**config.mk**
```make
export PLATFORM = sky130hd
export DESIGN_NAME = param_prom_sequencer
export DESIGN_NICKNAME = d
export VERILOG_FILES = /design/src/rtl/param_prom_sequencer.sv
export SDC_FILE = /design/constraint.sdc
export NUM_CORES = 1
export LEC_CHECK = 0
export BUFFER_PORTS_ARGS = -buffer_cell sky130_fd_sc_hd__buf_4
export CORE_ASPECT_RATIO = 2
export CORE_UTILIZATION = 58
export CTS_BUF_LIST = sky130_fd_sc_hd__clkbuf_4 sky130_fd_sc_hd__clkbuf_8
export DETAILED_ROUTE_END_ITERATION = 7
export PLACE_DENSITY = 0.79
export SETUP_SLACK_MARGIN = 0.3
export SLEW_MARGIN = 20
export SYNTH_ARGS = -nofsm -noshare
export SYNTH_HDL_FRONTEND = slang
export SYNTH_SLANG_ARGS = --single-unit
```
**constraint.sdc**
```tcl
create_clock -name CLK -period 2.3 [get_ports CLK]
set_input_delay 0.46 -clock CLK [delete_from_list [all_inputs] [get_ports CLK]]
set_output_delay 0.46 -clock CLK [all_outputs]
set_load 0.005 [all_outputs]
```
**src/rtl/param_prom_sequencer.sv**
```systemverilog
// param_prom_sequencer: reads a header plus NWORDS 16-bit words from a parallel PROM into the parameter register file
module param_prom_sequencer #(
    parameter int          NWORDS  = 16,
    parameter int          CLK_DIV = 4,
    parameter logic [15:0] MAGIC   = 16'hA55A
) (
    input  logic        CLK,
    input  logic        RST,
    input  logic        AL_START,
    input  logic [7:0]  PARAM_DAT_IN,
    output logic        PCLK,
    output logic        PCE,
    output logic        POE,
    output logic [15:0] PRM_WORD,
    output logic [7:0]  PRM_ADDR,
    output logic        PRM_WE,
    output logic        BUSY,
    output logic        AL_DONE,
    output logic [2:0]  AL_STATUS
);
    localparam int CW = $clog2(CLK_DIV) + 1;
    typedef enum logic [2:0] {IDLE, ENA, LOW, HIGH, WR, DONE, ABORT} state_t;
    state_t state, state_nx;
    logic [CW-1:0] cnt;
    logic          odd;
    logic [7:0]    word_idx;
    logic [7:0]    msb;
    logic          last;
    logic          start;
    logic [15:0]   word;
    assign last  = cnt == CW'(CLK_DIV - 1);
    assign start = state == IDLE && AL_START;
    assign word  = {msb, PARAM_DAT_IN};
    // next-state: phase timing, header check and end-of-load detection
    always_comb begin
        state_nx = state;
        case (state)
            IDLE:    state_nx = AL_START ? ENA : IDLE;
            ENA:     state_nx = last ? LOW : ENA;
            LOW:     state_nx = !last ? LOW : !odd ? HIGH : word_idx == 8'd0 ? (word == MAGIC ? HIGH : ABORT) : WR;
            HIGH:    state_nx = last ? LOW : HIGH;
            WR:      state_nx = word_idx == 8'(NWORDS) ? DONE : HIGH;
            default: state_nx = IDLE;
        endcase
    end
    // state register
    always_ff @(posedge CLK) begin
        if (RST) state <= IDLE;
        else     state <= state_nx;
    end
    // phase counter, byte parity, word index and MSB holding register
    always_ff @(posedge CLK) begin
        if (RST) begin
            cnt      <= '0;
            odd      <= 1'b0;
            word_idx <= 8'd0;
            msb      <= 8'd0;
        end else begin
            cnt <= (state_nx != state) ? '0 : cnt + 1'b1;
            if (start) begin
                odd      <= 1'b0;
                word_idx <= 8'd0;
            end
            if (state == LOW && last) begin
                odd <= !odd;
                if (!odd) msb <= PARAM_DAT_IN;
                if (odd && word_idx == 8'd0) word_idx <= 8'd1;
            end
            if (state == WR) word_idx <= word_idx + 8'd1;
        end
    end
    // registered pad controls, write port and status, all decoded from the next state
    always_ff @(posedge CLK) begin
        if (RST) begin
            PCLK      <= 1'b0;
            PCE       <= 1'b0;
            POE       <= 1'b0;
            PRM_WE    <= 1'b0;
            PRM_WORD  <= 16'd0;
            PRM_ADDR  <= 8'd0;
            BUSY      <= 1'b0;
            AL_DONE   <= 1'b0;
            AL_STATUS <= 3'b000;
        end else begin
            PCE    <= state_nx inside {ENA, LOW, HIGH, WR};
            POE    <= state_nx inside {ENA, LOW, HIGH, WR};
            PCLK   <= state_nx == HIGH;
            PRM_WE <= state_nx == WR;
            if (state_nx == WR) begin
                PRM_WORD <= word;
                PRM_ADDR <= word_idx - 8'd1;
            end
            if (start) begin
                BUSY      <= 1'b1;
                AL_DONE   <= 1'b0;
                AL_STATUS <= 3'b100;
            end
            if (state_nx == DONE || state_nx == ABORT) begin
                BUSY      <= 1'b0;
                AL_DONE   <= 1'b1;
                AL_STATUS <= state_nx == DONE ? 3'b001 : 3'b010;
            end
        end
    end
endmodule

```
== Word-level counts from Yosys, hierarchy flattened ==
Index checks and enable logic that the tools add are counted.

* Word-level logic and storage cells: 63
* Output and inout port bits: 33
* Register bits: 55
* Input port bits: 11

* Reductions and logical operators: 13
* Equal/unequal tests: 14
* Add/subtract/negate cells: 3
* Muxes and demuxes: 19
* Bitwise logic cells: 1

{| class="wikitable"
|+ Operators with widths
! kind !! count
|-
| $mux W8 || 4
|-
| $mux W3 || 7
|-
| $eq A16 B16 Y1 const B || 1
|-
| $eq A3 B2 Y1 const B || 5
|-
| $pmux W3 S5 || 1
|-
| $eq A3 B3 Y1 const B || 4
|-
| $add A8 B1 Y8 const B || 1
|-
| $eq A8 B5 Y1 const B || 1
|-
| $logic_not A8 Y1 || 1
|-
| $sub A8 B1 Y8 const B || 1
|-
| $eq A3 B1 Y1 const B || 2
|-
| $mux W1 || 5
|-
| $mux W2 || 2
|-
| $reduce_bool A2 Y1 || 2
|-
| $reduce_bool A4 Y1 || 1
|-
| $reduce_or A2 Y1 || 2
|-
| $add A3 B1 Y3 const B || 1
|-
| $logic_and A1 B1 Y1 || 3
|-
| $logic_not A3 Y1 || 1
|-
| $ne A3 B3 Y1 || 1
|-
| $reduce_and A2 Y1 || 1
|-
| $logic_not A1 Y1 || 1
|-
| $logic_or A1 B1 Y1 || 1
|-
| $not A1 Y1 || 1
|}

== Logic depth before layout (Yosys ltp) ==
* Depth after elaboration: 9
* Depth in mapped cells: 9

== Least setup slack after synthesis ==
OpenSTA, ideal clock, no wires.

* Path kind: flip-flop to flip-flop
* From: register word_idx[0]
* To: register PRM_ADDR[0]
* Required time: 2.166 ns
* Arrival: 1.926 ns
* Library setup time: 0.134 ns
* Cell stages (with the launch flop): 9
* Setup slack: 0.240 ns
* Cells stage by stage: dfxtp_1 inv_1 ha_1 nor3b_4 and3_1 or4_1 buf_2 nor2_4 a211oi_1

* Word-level cells in the longest chain between the ends: 6

{| class="wikitable"
|+ RTL lines
! item !! line !! text
|-
| start: declaration || 26 || <nowiki>logic [7:0] word_idx;</nowiki>
|-
| start signal: assignment || 69 || <nowiki>if (state == WR) word_idx <= word_idx + 8'd1;</nowiki>
|-
| $logic_not A8 Y1 || 40 || <nowiki>LOW: state_nx = !last ? LOW : !odd ? HIGH : word_idx == 8'd0 ? (word == MAGIC ? HIGH : ABORT) : WR;</nowiki>
|-
| $mux W3 (3 in a row) || 40 ||
|-
| $pmux W3 S5 || 37 || <nowiki>case (state)</nowiki>
|-
| $eq A3 B3 Y1 || 89 || <nowiki>if (state_nx == WR) begin</nowiki>
|-
| end signal: assignment || 91 || <nowiki>PRM_ADDR <= word_idx - 8'd1;</nowiki>
|-
| end: declaration || 15 || <nowiki>output logic [7:0] PRM_ADDR,</nowiki>
|}

Several ways; a longest one is shown, not always the timed one.
A chain may end at the register's enable or synchronous reset.

== Final worst setup path ==
* From: register word_idx[0]
* To: register PRM_ADDR[5]

Same word-level chain as after synthesis.

==> impl_metrics.yaml <==
run_status:
  run_status: "finished, final reports clean"
clock_tree:
  cts_tree: "yes"
  clock_latency_ns: 0.31
  h-tree-depth: 2
  max-clock-path-buffers: 2
  clk_pin_slew_worst_paths_ns: 0.10
  root_buffer: "clkbuf_8"
  postCtsHoldBufs: 0
  numClockSinks: 55
  cts_buffers: 5
finish:
  drive_above_1_share: 0.3333
  layout.core_utilization: 0.7667
  syn_to_final_growth_pct: 27.82
  final_common_cell: "buf_4"
  antenna_cells: 0
  nFillCells: 318
  final_cells: 393
  final_cell_mix: "60 x buf_4, 49 x dfxtp_1, 30 x a21oi_1, 24 x nor2_1, 20 x nand3_1"
  layout.nets: 353
sta:
  setup_viol_count_final: 0
  hold-worst-slack_ns: 0.4139
  fmax_mhz: 484.6
  grt_setup_unrepaired: "yes"
  min_period_over_period: 0.8972
  slew_violations: 0
  tightest_slew_ns: 0.7989
  fin_skew_ns: 0.006973
  period_needed_ns: 2.063
  max_slew_margin: 0.4599
  fin_setup_tns_ns: 0
  hold_viol_final: 0
floorplan:
  io_pins: 44
  num_rows: 34
  dieWidth_um: 49.14
  start_util: 0.5999
  fp.dieH_um: 96.28
  core_mm2: 0.004297
  dieArea_mm2: 0.004730
routing:
  viasPerCell: 6.013
  drt_wl_total_um: 6705
  drt-initial-drc-count: 58
  drc: 0
  num_vias: 2363
  drt-wirelength-per-cell_um: 17.06
  dr.pass1.iters: 4
  ant_nets: 0
synthesis:
  ys_warn_count: 0
  ys_async_sr_fraction: 0
  synth_top_cell_area_share: 0.4272
  yosys.cell_types.count: 56
  synth_edf_count: 0
  syn_nets: 305
  synth_area_mm2: 0.002577
  synth_cells: 290
  seq_area_frac_synth: 0.4272
  synth-seq-cells: 55
  syn_avg_cell_area_um2: 8.888
  ys_top_cells_by_area: "dfxtp_1 43%, a21oi_1 6.0%, nand3_1 3.9%"
  synth_ff_type: "dfxtp_1"
  yosysTopAreaCell: "dfxtp_1"
global_routing:
  grt_antenna_before_repair: 0
  overflow: 0
  grt_pass1_wl_um: 10560
  grtUsageTotal: 0.2925
  grt_pass1_vias: 2310
  grt_max_degree: 51
placement:
  dp_cells: 378
  place.gp.congestion: 0.8411
  dp_hpwl_um: 4735
  io_buffers: 43
critical_path:
  path_cells: "inv_2 -> ha_4 -> nor3b_4 -> a21oi_2 -> or4_4 -> buf_8 -> nor2_4 -> a211oi_1"
  worstSetupEndpointType: "register"
  crit_required_ns: 2.48
  startpoint_type: "register"
  critPathSlowestCell: "or4_4"
  critical-path-top-delay-family: "simple AND/OR/NAND/NOR gates"
  critPathBufInv: 2
  arrival_ns: 2.25
  max_stage_delay_ns: 0.55
  worstSetupPathType: "register to register"
  r2r_start: "word_idx[0]$_SDFF_PP0_"
  crit_fanout: 8
  crit_start: "word_idx[0]$_SDFF_PP0_"
run:
  maxCapViolCount: 0
pwr:
  peakVddDrop_uv: 513.1
  p_leak_nw: 1.284
  powerDensity_mw_per_mm2: 529.5
hold_path:
  min_path_type: "primary input to register"
  hold_start: "PARAM_DAT_IN[6]"
logic make-up (layout without fill, tap and decap cells):
family / count (synthesis) / after routing / synth area share
fa+ha+maj: 4 / 4 / 0.01942
simple gates: 100 / 100 / 0.2301
compound gates: 85 / 85 / 0.2102
mux: 9 / 9 / 0.03544
buf+inv: 30 / 79 / 0.05389
xor+xnor: 7 / 7 / 0.02379
flops: 55 / 55 / 0.4272
final timing paths:
check	endpoint	slack, ns	depth (start not counted)
min	msb[6]$_SDFFE_PP0P_	0.41	3
min reg2reg	cnt[0]$_SDFF_PP0_	0.46	1
max reg2reg	PRM_ADDR[5]$_SDFFE_PP0P_	0.24	8
max	PRM_ADDR[5]$_SDFFE_PP0P_	0.24	8
synthesized netlist by cell type (2+ instances only):
cell and instances:
nand3b_1 2, a211oi_1 10, nor2_1 24, xnor2_1 4
o21ai_0 20, buf_2 12, nor4b_1 3, a22oi_1 2
a21oi_2 2, nand3_1 20, ha_1 4, nand4_1 3
nor3_2 2, nor3_1 3, a221oi_1 2, nand2b_1 2
dfxtp_1 55, and3_1 5, and2_1 5, clkbuf_1 6
o21ai_1 2, a21oi_1 31, or3_1 3, nand2_1 12
a2111oi_0 3, nor4bb_1 4, nor2b_1 2, a311oi_1 2
xor2_1 3, buf_1 3, inv_1 7, mux2i_1 8
sequential cells by signal (all words and copies together) (netlist names), 3 cells and up:
| signal | flops |
|---|---|
| PRM_WORD | 16 |
| PRM_ADDR | 8 |
| msb | 8 |
| word_idx | 8 |
| AL_STATUS | 3 |
| cnt | 3 |
| state | 3 |
routing by layer:
metal  track usage  share of wire  vias to the layer above
li1              -              -                     1154
met1        0.2791           0.36                     1134
met2        0.5925           0.58                       59
met3       0.03476          0.030                       16
met4        0.1422          0.030                        0
met5             0              0                        -
per-stage QoR:
| stage | area, um^2 | worst slack (ns) | power, W |
|---|---|---|---|
| 2_1_floorplan | 2579 | 0.3177 | 0.001089 |
| 3_3_place_gp | 2970 | 0.09640 | 0.001147 |
| 3_5_place_dp | 2970 | 0.06474 | 0.001150 |
| 4_1_cts | 3168 | 0.2071 | 0.001725 |
| 5_1_grt | 3294 | 0.1674 | 0.001805 |
| 6_report | 3294 | 0.2366 | 0.001744 |
worst reg2reg max path, cell delays in order, from the launching register on:
cell and delay (ns):
dfxtp_2 0.33, inv_2 0.07, ha_4 0.14, nor3b_4 0.24, a21oi_2 0.13, or4_4 0.55, buf_8 0.16, nor2_4 0.22
a211oi_1 0.11
timing repair:
item | 4_1_cts | 5_1_grt
resized for setup | 17 | 30
setup endpoints to repair | 37 | 37
pin swaps | 6 | 10
setup buffers | 3 | 2
cloned | 1 | 1
power breakdown:
group	switching, W	leakage [nW]	internal, W
logic	0.000107	0.786	0.0000864
registers	0.0000160	0.447	0.000965
clock network	0.000311	0.0519	0.000259
total	0.000433	1.28	0.00131
area by class of cell:
cell class                 count  area, um^2  area share
clock inverter                 1       8.758    0.002659
sequential                    55        1109      0.3365
tap                           54       67.56     0.02051
timing repair buffer          64       513.0      0.1557
clock buffer                   7       90.09     0.02735
inverter                       7       26.28    0.007976
multi-input combinational    205        1480      0.4493
Note: power is estimated with default switching activity, not from simulation.
